$ cat src/rtl/rv32i_pkg.sv
// Shared RV32I definitions: base opcodes (common with the control-unit decoder),
// loader instruction-class codes, error codes and loader FSM states.
package rv32i_pkg;

  localparam logic [6:0] R_TYPE = 7'b0110011;
  localparam logic [6:0] I_TYPE = 7'b0010011;
  localparam logic [6:0] LOAD   = 7'b0000011;
  localparam logic [6:0] STORE  = 7'b0100011;
  localparam logic [6:0] BRANCH = 7'b1100011;
  localparam logic [6:0] JALR   = 7'b1100111;
  localparam logic [6:0] JAL    = 7'b1101111;
  localparam logic [6:0] LUI    = 7'b0110111;
  localparam logic [6:0] AUIPC  = 7'b0010111;

  localparam logic [3:0] CLS_R      = 4'd0;
  localparam logic [3:0] CLS_I_ALU  = 4'd1;
  localparam logic [3:0] CLS_LOAD   = 4'd2;
  localparam logic [3:0] CLS_STORE  = 4'd3;
  localparam logic [3:0] CLS_BRANCH = 4'd4;
  localparam logic [3:0] CLS_JALR   = 4'd5;
  localparam logic [3:0] CLS_JAL    = 4'd6;
  localparam logic [3:0] CLS_LUI    = 4'd7;
  localparam logic [3:0] CLS_AUIPC  = 4'd8;

  typedef enum logic [1:0] {
    ERR_NONE     = 2'b00,
    ERR_ILLEGAL  = 2'b01,
    ERR_RANGE    = 2'b10,
    ERR_OVERFLOW = 2'b11
  } err_code_e;

  typedef enum logic [1:0] {
    S_IDLE = 2'd0,
    S_LOAD = 2'd1,
    S_DONE = 2'd2,
    S_ERR  = 2'd3
  } state_e;

  // True when v is representable as a two's-complement value of 'bits' width.
  function automatic logic fits_simm(input logic [31:0] v, input int unsigned bits);
    logic [31:0] hi_mask;
    hi_mask = 32'hFFFF_FFFF << (bits - 32'd1);
    return ((v & hi_mask) == 32'd0) || ((v & hi_mask) == hi_mask);
  endfunction

endpackage

$ cat src/rtl/rv32i_imm_pack.sv
// Combinational RV32I word assembly: picks the format for the class, packs the
// immediate and flags illegal classes and out-of-range immediates.
module rv32i_imm_pack
  import rv32i_pkg::*;
(
  input  logic [3:0]  class_i,
  input  logic [4:0]  rd_i,
  input  logic [4:0]  rs1_i,
  input  logic [4:0]  rs2_i,
  input  logic [2:0]  funct3_i,
  input  logic        funct7_b5_i,
  input  logic [31:0] imm_i,
  output logic [31:0] word_o,
  output logic        illegal_o,
  output logic        range_err_o
);

  logic fits12_s;
  logic fits13_s;
  logic fits21_s;

  assign fits12_s = fits_simm(imm_i, 32'd12);
  assign fits13_s = fits_simm(imm_i, 32'd13);
  assign fits21_s = fits_simm(imm_i, 32'd21);

  // Format selection and immediate scattering
  always_comb begin
    word_o      = 32'd0;
    illegal_o   = 1'b0;
    range_err_o = 1'b0;
    case (class_i)
      CLS_R: begin
        word_o = {1'b0, funct7_b5_i, 5'b00000, rs2_i, rs1_i, funct3_i, rd_i, R_TYPE};
      end
      CLS_I_ALU: begin
        // Shifts reuse the upper immediate bits as a funct7 field
        if (funct3_i == 3'b001 || funct3_i == 3'b101) begin
          word_o      = {1'b0, funct7_b5_i, 5'b00000, imm_i[4:0], rs1_i, funct3_i, rd_i, I_TYPE};
          range_err_o = (imm_i[31:5] != 27'd0);
        end else begin
          word_o      = {imm_i[11:0], rs1_i, funct3_i, rd_i, I_TYPE};
          range_err_o = ~fits12_s;
        end
      end
      CLS_LOAD: begin
        word_o      = {imm_i[11:0], rs1_i, funct3_i, rd_i, LOAD};
        range_err_o = ~fits12_s;
      end
      CLS_STORE: begin
        word_o      = {imm_i[11:5], rs2_i, rs1_i, funct3_i, imm_i[4:0], STORE};
        range_err_o = ~fits12_s;
      end
      CLS_BRANCH: begin
        word_o      = {imm_i[12], imm_i[10:5], rs2_i, rs1_i, funct3_i, imm_i[4:1], imm_i[11], BRANCH};
        range_err_o = ~fits13_s | imm_i[0];
      end
      CLS_JALR: begin
        word_o      = {imm_i[11:0], rs1_i, 3'b000, rd_i, JALR};
        range_err_o = ~fits12_s;
      end
      CLS_JAL: begin
        word_o      = {imm_i[20], imm_i[10:1], imm_i[11], imm_i[19:12], rd_i, JAL};
        range_err_o = ~fits21_s | imm_i[0];
      end
      CLS_LUI: begin
        word_o      = {imm_i[31:12], rd_i, LUI};
        range_err_o = (imm_i[11:0] != 12'd0);
      end
      CLS_AUIPC: begin
        word_o      = {imm_i[31:12], rd_i, AUIPC};
        range_err_o = (imm_i[11:0] != 12'd0);
      end
      default: begin
        illegal_o = 1'b1;
      end
    endcase
  end

endmodule

$ cat src/rtl/rv32i_instr_encoder.sv
// Program loader: accepts field-level instruction descriptions, encodes them and
// writes them sequentially into instruction memory with done/error reporting.
module rv32i_instr_encoder
  import rv32i_pkg::*;
#(
  parameter int ADDR_W    = 8,
  parameter int BASE_ADDR = 0
) (
  input  logic              clk,
  input  logic              rst,
  input  logic              start,
  input  logic              in_valid,
  output logic              in_ready,
  input  logic [3:0]        in_class,
  input  logic [4:0]        in_rd,
  input  logic [4:0]        in_rs1,
  input  logic [4:0]        in_rs2,
  input  logic [2:0]        in_funct3,
  input  logic              in_funct7_b5,
  input  logic [31:0]       in_imm,
  input  logic              in_last,
  output logic              imem_we,
  output logic [ADDR_W-1:0] imem_addr,
  output logic [31:0]       imem_wdata,
  output logic              done,
  output logic              err,
  output logic [1:0]        err_code,
  output logic [ADDR_W:0]   word_count
);

  localparam logic [ADDR_W-1:0] BASE      = BASE_ADDR[ADDR_W-1:0];
  localparam logic [ADDR_W:0]   LAST_SLOT = {1'b0, {ADDR_W{1'b1}}};

  state_e            state_q;
  err_code_e         code_q;
  logic [ADDR_W-1:0] addr_q;
  logic [ADDR_W-1:0] addr_d;
  logic [ADDR_W-1:0] imem_addr_q;
  logic [ADDR_W:0]   count_q;
  logic [ADDR_W:0]   count_d;
  logic              we_q;
  logic [31:0]       wdata_q;
  logic              done_q;
  logic              err_q;

  logic [31:0]       word_s;
  logic              illegal_s;
  logic              range_err_s;

  rv32i_imm_pack u_imm_pack (
    .class_i     (in_class),
    .rd_i        (in_rd),
    .rs1_i       (in_rs1),
    .rs2_i       (in_rs2),
    .funct3_i    (in_funct3),
    .funct7_b5_i (in_funct7_b5),
    .imm_i       (in_imm),
    .word_o      (word_s),
    .illegal_o   (illegal_s),
    .range_err_o (range_err_s)
  );

  assign addr_d  = addr_q + {{(ADDR_W-1){1'b0}}, 1'b1};
  assign count_d = count_q + {{ADDR_W{1'b0}}, 1'b1};

  // start overrides the stream, so a coincident in_valid is never taken
  assign in_ready = (state_q == S_LOAD) && !start;

  // Loader FSM with registered write port and status
  always_ff @(posedge clk) begin
    if (rst) begin
      state_q     <= S_IDLE;
      addr_q      <= BASE;
      imem_addr_q <= BASE;
      count_q     <= {(ADDR_W+1){1'b0}};
      we_q        <= 1'b0;
      wdata_q     <= 32'd0;
      done_q      <= 1'b0;
      err_q       <= 1'b0;
      code_q      <= ERR_NONE;
    end else if (start) begin
      state_q     <= S_LOAD;
      addr_q      <= BASE;
      imem_addr_q <= BASE;
      count_q     <= {(ADDR_W+1){1'b0}};
      we_q        <= 1'b0;
      done_q      <= 1'b0;
      err_q       <= 1'b0;
      code_q      <= ERR_NONE;
    end else begin
      we_q <= 1'b0;
      case (state_q)
        S_LOAD: begin
          if (in_valid) begin
            if (illegal_s) begin
              state_q <= S_ERR;
              err_q   <= 1'b1;
              code_q  <= ERR_ILLEGAL;
            end else if (range_err_s) begin
              state_q <= S_ERR;
              err_q   <= 1'b1;
              code_q  <= ERR_RANGE;
            end else begin
              we_q        <= 1'b1;
              imem_addr_q <= addr_q;
              wdata_q     <= word_s;
              addr_q      <= addr_d;
              count_q     <= count_d;
              if (in_last) begin
                state_q <= S_DONE;
                done_q  <= 1'b1;
              end else if (count_q == LAST_SLOT) begin
                // Final slot used but the program claims more words follow
                state_q <= S_ERR;
                err_q   <= 1'b1;
                code_q  <= ERR_OVERFLOW;
              end else begin
                state_q <= S_LOAD;
              end
            end
          end else begin
            state_q <= S_LOAD;
          end
        end
        default: begin
          state_q <= state_q;
        end
      endcase
    end
  end

  assign imem_we    = we_q;
  assign imem_addr  = imem_addr_q;
  assign imem_wdata = wdata_q;
  assign done       = done_q;
  assign err        = err_q;
  assign err_code   = code_q;
  assign word_count = count_q;

endmodule

$ cat config.mk
export PLATFORM = sky130hd
export DESIGN_NAME = rv32i_instr_encoder
export DESIGN_NICKNAME = d
export VERILOG_FILES = /design/src/rtl/rv32i_pkg.sv /design/src/rtl/rv32i_imm_pack.sv /design/src/rtl/rv32i_instr_encoder.sv
export SDC_FILE = /design/constraint.sdc
export NUM_CORES = 1
export LEC_CHECK = 0
export ABC_AREA = 1
export BUFFER_PORTS_ARGS = -buffer_cell sky130_fd_sc_hd__buf_2
export CORE_MARGIN = 2
export CORE_UTILIZATION = 25
export CTS_CLUSTER_SIZE = 30
export DETAILED_ROUTE_END_ITERATION = 10
export SYNTH_ARGS = -nofsm -noshare
export SYNTH_HDL_FRONTEND = slang
export SYNTH_SLANG_ARGS = --single-unit
$ cat constraint.sdc
create_clock -name clk -period 1.85 [get_ports clk]
set_input_delay 0.185 -clock clk [delete_from_list [all_inputs] [get_ports clk]]
set_output_delay 0.185 -clock clk [all_outputs]
set_load 0.02 [all_outputs]
; Yosys cells after proc, flatten, opt, wreduce, memory -nomap -nowiden
; Cells that the tools add are included.
[totals]
register_bits = 64
in_bits = 60
output_inout_bits = 55
word_cells = 81
[op_classes]
add_sub_neg = 2
eq_ne = 17
n_mux = 20
bitwise_logic = 10
reduce_logical = 22
[ops]
columns = cell, count
row1 = $pmux 32 s9, 1
row2 = $logic_not 32->1, 3
row3 = $mux 32, 1
row4 = $reduce_bool 27->1, 1
row5 = $eq 21x21->1 const B, 1
row6 = $eq 20x20->1 const B, 1
row7 = $mux 2, 9
row8 = $eq 4x3->1 const B, 4
row9 = $eq 12x12->1 const B, 1
row10 = $reduce_bool 12->1, 1
row11 = $reduce_and 5->1, 2
row12 = $add 9x1->9 const B, 1
row13 = $eq 9x8->1 const B, 1
row14 = $reduce_or 9->1, 1
row15 = $add 8x1->8 const B, 1
row16 = $eq 4x2->1 const B, 2
row17 = $mux 1, 8
row18 = $not 1->1, 8
row19 = $reduce_and 4->1, 2
row20 = $pmux 1 s5, 1
row21 = $reduce_or 5->1, 1
row22 = $eq 4x1->1 const B, 1
row23 = $eq 4x4->1 const B, 1
row24 = $logic_not 4->1, 1
row25 = 12 further kinds, 17

; Logic depth before layout (Yosys ltp)
; Gate-level depths: netlist of the first run.
[logic_depth]
word_depth = 10
ltp_mapped = 14

; Hierarchy
; Synthesis of the first run repeated with hierarchy kept, for this count alone.
[unflattened]
cells_unflattened = 552
hier_area_um2 = 3794.9
[modules_own_cells]
columns = module, instances, cells_each, area_per_inst_um2, seq_area_each_um2
row1 = rv32i_instr_encoder, 1, 333, 2783.9, 1281.2
row2 = rv32i_imm_pack, 1, 219, 1011.0, 0.0

; Least setup slack after synthesis of the first run
; Ideal clock, no wire load.
[synth_timing]
path_kind = reg-to-reg
from = register count_q[0] (netlist: word_count[0])
to = register code_q[0] (netlist: err_code[0])
arrival_ps = 1576
setup_slack_ps = 209
stages_incl_launch_ff = 11
n_path_buf = 0
synth_period_minus_slack_ps = 1641
cell_sequence = dfxtp_1 ha_1 nand4_1 nor2_1 ha_1 inv_1 nand4_1 inv_1 nor2_1 nor2_1 nor2_1
[synth_via]
elab_chain_len = 3
[synth_rtl]
columns = element, line
row1 = from (decl), rv32i_instr_encoder.sv:39  ; logic [ADDR_W:0] count_q;
row2 = from (signal assigned), rv32i_instr_encoder.sv:75  ; count_q <= {(ADDR_W+1){1'b0}};
row3 = from (signal assigned), rv32i_instr_encoder.sv:85  ; count_q <= {(ADDR_W+1){1'b0}};
row4 = from (signal assigned), rv32i_instr_encoder.sv:108  ; count_q <= count_d;
row5 = $eq 9x8->1, rv32i_instr_encoder.sv:112  ; end else if (count_q == LAST_SLOT) begin
row6 = $ne 3x1->1 (no line), -
row7 = $reduce_and 4->1 (no line), -
row8 = to (signal assigned), rv32i_instr_encoder.sv:98  ; code_q <= ERR_ILLEGAL;
row9 = to (signal assigned), rv32i_instr_encoder.sv:102  ; code_q <= ERR_RANGE;
row10 = to (signal assigned), rv32i_instr_encoder.sv:116  ; code_q <= ERR_OVERFLOW;
row11 = to (decl), rv32i_instr_encoder.sv:35  ; err_code_e code_q;
; Every way passes these cells.
; A chain may end at the register's enable or synchronous reset.

; Worst setup path after layout of the first run
[layout_timing]
from = register count_q[1] (netlist: word_count[1])
to = register code_q[1] (netlist: err_code[1])
; The elaborated chain is that of the path after synthesis.

==> out/metrics.cfg, run 1 <==
[global_route]
grt-ovfl-total=0
grt_antenna_before_repair=0
track_usage=0.1553
grt_max_degree=42
grt_first_pass_wirelength_um=18000
grt_pass1_vias=3645

[finish]
antenna_cells=0
fin_area_um2=4801
drive_gt1_frac=0.2733
synthToLayoutAreaGrowth_pct=37.58
nets=746
fin_cells=868
fillers=1565

[pwr]
total_leakage_power_nw=2.240
power-per-cell-area_nw_per_um2=747.7
ir_drop_v=0.0003985

[route]
ant_nets=0
totalWireLength_um=11060
vias=3885
drtIter0Drc=275
wl_met1_um=5155
dr.pass1.iters=5
avgViaCountPerCell=4.476
wl_per_cell_um=12.74
met3_length_um=801
top_layer=met4
wl_met2_um=4937
drcViolationCount=0

[critical_path]
cp.required_ns=2.12
cp.arrival_ns=1.96
cp_max_fo=4
cp-start-kind=flop
critPathKind=reg2reg
worstSetupEndpointType=flop

[logic_synthesis]
synth_edf_count=0
syn-num-nets=603
yosysTopAreaCellShare=0.3614
synth_ff_type=dfxtp_1
synth_top_area_cell=dfxtp_1
syn_inst=540
ys_seq_elements=63
netlist-cell-type-count=33
synth_commonest_cells=nand2_1, nor2_1, dfxtp_1, a21oi_1, nand3_1
avgSynthCellArea_um2=6.462
yosys_warnings=0
async_reset_ff_frac=0
synth_area_um2=3490
yosys-top-cells-area=dfxtp_1, nand2_1, a21oi_1, nand3_1, nor2_1
ys_seq_area_frac=0.3614
yosysMostFrequentCell=nand2_1

[die]
placeableCoreArea_um2=13770
num_rows=43
die_area_um2=14920
ioPinCount=115
die_w_um=122.1
initial_core_util=0.2534
die_height_um=122.1

[place]
pre_cts_ws_ns=-0.06604
portBuffers=114
gp_congestion=0.9594
placed_cells=852
dpl_cell_area_um2=4488
dpl.hpwl_um=8473

[flow_run]
max-cap-violations=0

[clock_network]
clock_latency_ns=0.33
cts_tree=yes
cts_buffers=9
hold_buffers=0
cts_setup_buffers=0
htreeDepth=3
clk_path_buf_depth=2
cts.clk_slew.worst_paths_ns=0.06
clock-sinks=63
post_cts_resized=0
clock-root-buffer=clkbuf_16

[sta]
timing.hold.ws_ns=0.1552
fin_crit_sh=0.9107
final_hold_viol_count=0
worst_pin_slew_ns=0.7108
skew_ns=0.007361
min_period_ns=1.685
setup_tns_ns=0
finalMaxSlewViolations=0
max_slew_margin=0.5256
setup_violations=0
setup_ws_ns=0.1652
fmax_mhz=593.5

[worst_hold_path]
worstHoldPathType=in2reg

[outcome]
status=completed

layer usage:
layer | GRT usage | up-vias
met5 | 0 | -
met4 | 0.05388 | 0
met3 | 0.05431 | 11
met2 | 0.2336 | 105
met1 | 0.2058 | 1725
li1 | - | 2044
cell usage in the layout, fill, tap and decap left out, drive strengths merged:
cell type,netlist,final
buf,13,155
nand2,153,153
nor2,69,69
dfxtp,63,63
a21oi,63,63
nand3,56,56
inv,53,53
o21ai,21,21
clkbuf,10,12
nand4,8,8
xnor2,5,5
o211ai,5,5
o22ai,4,4
xor2,4,4
ha,3,3
a22o,2,2
nor3,2,2
o2111ai,2,2
clkinvlp,0,2
clkinv,1,2
a22oi,1,1
o21bai,1,1
o21a,1,1
bufinv,0,1
where the power goes:
part           internal [mW]  total (mW)  leakage (nW)  switching (mW)
logic                  0.187       0.471          1.59           0.284
clock network           1.12        1.74         0.145           0.626
registers               1.37        1.37         0.508         0.00615
total                   2.67        3.59          2.24           0.915
critical path, stage by stage, from the launching register on:
cell,delay [ns]
dfxtp_1,0.36
ha_1,0.23
nand4_1,0.15
nor2_1,0.14
ha_1,0.18
inv_1,0.05
nand4_1,0.16
inv_1,0.07
nor2_2,0.13
nor2_1,0.06
nor2_1,0.09
cells by family (layout without fill, tap and decap cells):
family	after synthesis	after routing	synth area share
and+or+nand+nor	288	288	0.3489
AOI/OAI and AO/OA	100	100	0.1574
buffers and inverters	77	225	0.09896
DFF	63	63	0.3614
xor gates and xnor gates	9	9	0.02259
adders and majority gates	3	3	0.01076
through the flow:
step                      power, mW  utilization
after CTS                     3.643       0.3484
final                         3.590       0.3486
after global routing          3.771       0.3486
after floorplan               1.651            -
after detailed placement      1.873       0.3259
after global placement        1.872       0.3259
registers in the layout, indices dropped and copies added (netlist names):
| signal | flops |
|---|---|
| addr_q | 8 |
| err_code | 2 |
| imem_we | 1 |
| imem_addr | 8 |
| err | 1 |
| state_q | 2 |
| done | 1 |
| word_count | 9 |
| imem_wdata | 31 |
cell type report:
cell class / count / area, µm² / share of cell area
inverters: 54 / 202.7 / 0.04222
clock inverters: 4 / 53.80 / 0.01121
well taps: 180 / 225.2 / 0.04691
clock buffers: 12 / 256.5 / 0.05343
repair buffers: 155 / 915.9 / 0.1908
flip-flops and latches: 63 / 1261 / 0.2627
multi-input cells: 400 / 1886 / 0.3928
final timing paths:
path / startpoint / endpoint / slack [ns] / depth (start not counted)
hold reg to reg: imem_addr[1] / imem_addr[1] / 0.46 / 2
setup reg to reg: word_count[1] / err_code[1] / 0.17 / 10
hold / removal: in_last / state_q[1] / 0.16 / 3
setup / recovery: word_count[1] / err_code[1] / 0.17 / 10
Note: power is estimated with default switching activity, not from simulation.
==> inputs of run 2 (changes only) <==
--- a/config.mk
+++ b/config.mk
@@ -8,9 +8,10 @@
 export ABC_AREA = 1
 export BUFFER_PORTS_ARGS = -buffer_cell sky130_fd_sc_hd__buf_2
 export CORE_MARGIN = 2
-export CORE_UTILIZATION = 25
+export CORE_UTILIZATION = 35
 export CTS_CLUSTER_SIZE = 30
 export DETAILED_ROUTE_END_ITERATION = 10
+export SLEW_MARGIN = 0
 export SYNTH_ARGS = -nofsm -noshare
 export SYNTH_HDL_FRONTEND = slang
 export SYNTH_SLANG_ARGS = --single-unit
==> out/metrics.cfg, run 2 (same netlist as run 1, synthesis figures left out) <==
[die]
die_area_um2=10780  ; was 14920 µm²
num_rows=36  ; was 43
placeableCoreArea_um2=9729  ; was 13770 µm²
die_w_um=103.9  ; was 122.1 µm
initial_core_util=0.3587  ; was 0.2534
ioPinCount=115  ; unchanged
die_height_um=103.9  ; was 122.1 µm

[global_route]
grt_pass1_vias=3583  ; was 3645
grt_max_degree=34  ; was 42
grt-ovfl-total=0  ; unchanged
track_usage=0.1972  ; was 0.1553
grt_first_pass_wirelength_um=17390  ; was 18000 µm
grt_antenna_before_repair=0  ; unchanged

[clock_network]
clock-sinks=63  ; unchanged
htreeDepth=3  ; unchanged
cts.clk_slew.worst_paths_ns=0.08  ; was 0.06 ns
cts_buffers=9  ; unchanged
cts_tree=yes  ; unchanged
clock-root-buffer=clkbuf_8  ; was clkbuf_16
hold_buffers=0  ; unchanged
clk_path_buf_depth=2  ; unchanged
clock_latency_ns=0.35  ; was 0.33 ns

[pwr]
internal_power_mw=2.315  ; was 2.674 mW
swShare=0.2803  ; was 0.2550
p_switching_mw=0.9013  ; was 0.9154 mW
seqPwrFrac=0.427  ; was 0.383
power-per-cell-area_nw_per_um2=697.5  ; was 747.7 nW/µm²
comb_power_share=0.143  ; was 0.131
total_leakage_power_nw=2.161  ; was 2.240 nW
p_clk_frac=0.430  ; was 0.486
finalPower_mw=3.216  ; was 3.590 mW
ir_drop_v=0.0004016  ; was 0.0003985 V

[sta]
fin_crit_sh=0.8825  ; was 0.9107
min_period_ns=1.633  ; was 1.685 ns
worst_pin_slew_ns=0.6345  ; was 0.7108 ns
setup_ws_ns=0.2175  ; was 0.1652 ns
setup_tns_ns=0  ; unchanged
max_slew_margin=0.5765  ; was 0.5256
rsz0062_at_grt=no
skew_ns=0.01519  ; was 0.007361 ns
finalMaxSlewViolations=0  ; unchanged
final_hold_viol_count=0  ; unchanged
fmax_mhz=612.5  ; was 593.5 MHz
setup_violations=0  ; unchanged

[route]
wl_met2_um=5339  ; was 4937 µm
top_layer=met4  ; unchanged
drcViolationCount=0  ; unchanged
wl_per_cell_um=13.08  ; was 12.74 µm
avgViaCountPerCell=4.809  ; was 4.476
wl_met1_um=4639  ; was 5155 µm
met3_length_um=515  ; was 801 µm
drtIter0Drc=148  ; was 275
totalWireLength_um=10610  ; was 11060 µm
dr.pass1.iters=4  ; was 5
vias=3900  ; was 3885
ant_nets=0  ; unchanged

[critical_path]
worstSetupEndpointType=flop  ; unchanged
cp.arrival_ns=1.91  ; was 1.96 ns
cp_max_fo=4  ; unchanged
cp-start-kind=flop  ; unchanged
critPathKind=reg2reg  ; unchanged
cp.required_ns=2.13  ; was 2.12 ns

[place]
pre_cts_ws_ns=-0.04162  ; was -0.06604 ns
portBuffers=114  ; unchanged
gp_congestion=0.8970  ; was 0.9594
dpl_cell_area_um2=4379  ; was 4488 µm²
dpl.hpwl_um=8174  ; was 8473 µm

[finish]
fin_area_um2=4611  ; was 4801 µm²
layout_common_cells=nand2_1, buf_2, nor2_1, a21oi_1, dfxtp_1  ; was nand2_1, buf_2, nor2_1, dfxtp_1, a21oi_1
largest_reg_flops=31  ; unchanged
drive_gt1_frac=0.2670  ; was 0.2733
fillers=1054  ; was 1565
synthToLayoutAreaGrowth_pct=32.13  ; was 37.58%
nets=736  ; was 746
final_common_cell=nand2_1  ; unchanged
antenna_cells=0  ; unchanged

[outcome]
status=completed  ; unchanged

[flow_run]
max-cap-violations=0  ; unchanged

[worst_hold_path]
worstHoldPathType=in2reg  ; unchanged

[run 2: power by group through the flow]
stage | logic (mW) | registers [mW] | clock network (mW)
2_1_floorplan | 0.238 | 1.41 | 0
3_3_place_gp | 0.455 | 1.40 | 0
3_5_place_dp | 0.457 | 1.40 | 0
4_1_cts | 0.460 | 1.37 | 1.41
5_1_grt | 0.510 | 1.37 | 1.47
6_report | 0.461 | 1.37 | 1.38
[run 2: worst max-delay path, cell delays in order (launching register included)]
cell and delay, ns:
dfxtp_1 0.34, ha_1 0.22, nand4_1 0.16, nor2_2 0.15, ha_1 0.17, inv_1 0.05
nand4_1 0.14, inv_1 0.07, nor2_2 0.13, nor2_1 0.05, nor2_1 0.09
[run 2: metrics by stage]
stage / instances / util / hold slack (ns)
finish: 811 / 0.4739 / 0.1676
global route: 811 / 0.4739 / 0.1724
CTS: 811 / 0.4733 / 0.1657
detailed placement: 795 / 0.4501 / 0.4521
global placement: 795 / 0.4501 / 0.4491
floorplan: 540 / - / 0.3791
[run 2: metal layers]
| metal | GRT usage | up-vias |
|---|---|---|
| met2 | 0.3407 | 98 |
| met3 | 0.04010 | 12 |
| li1 | - | 2017 |
| met4 | 0.05309 | 0 |
| met5 | 0 | - |
| met1 | 0.2499 | 1773 |
[run 2: final cells by class]
| type | instances | area, µm² | area share |
|---|---|---|---|
| clock inverters | 7 | 101.3 | 0.02198 |
| repair buffers | 145 | 865.8 | 0.1878 |
| clock buffers | 9 | 123.9 | 0.02687 |
| well taps | 133 | 166.4 | 0.03609 |
| multi-input cells | 400 | 1888 | 0.4095 |
| flip-flops and latches | 63 | 1262 | 0.2738 |
| inverters | 54 | 202.7 | 0.04396 |
[run 2: what timing repair did]
item,in CTS,in global routing
buffers inserted,0,0
resized for setup,0,3
setup endpoints to repair,0,3
[run 2: path summary, 6_finish.rpt]
kind | start | endpoint | slack, ns | cells past startpoint
worst max-delay path | word_count[0] | err_code[1] | 0.22 | 10
worst min-delay path | in_last | state_q[1] | 0.17 | 3
worst max register to register | word_count[0] | err_code[1] | 0.22 | 10
worst min register to register | imem_wdata[25] | imem_wdata[25] | 0.46 | 2
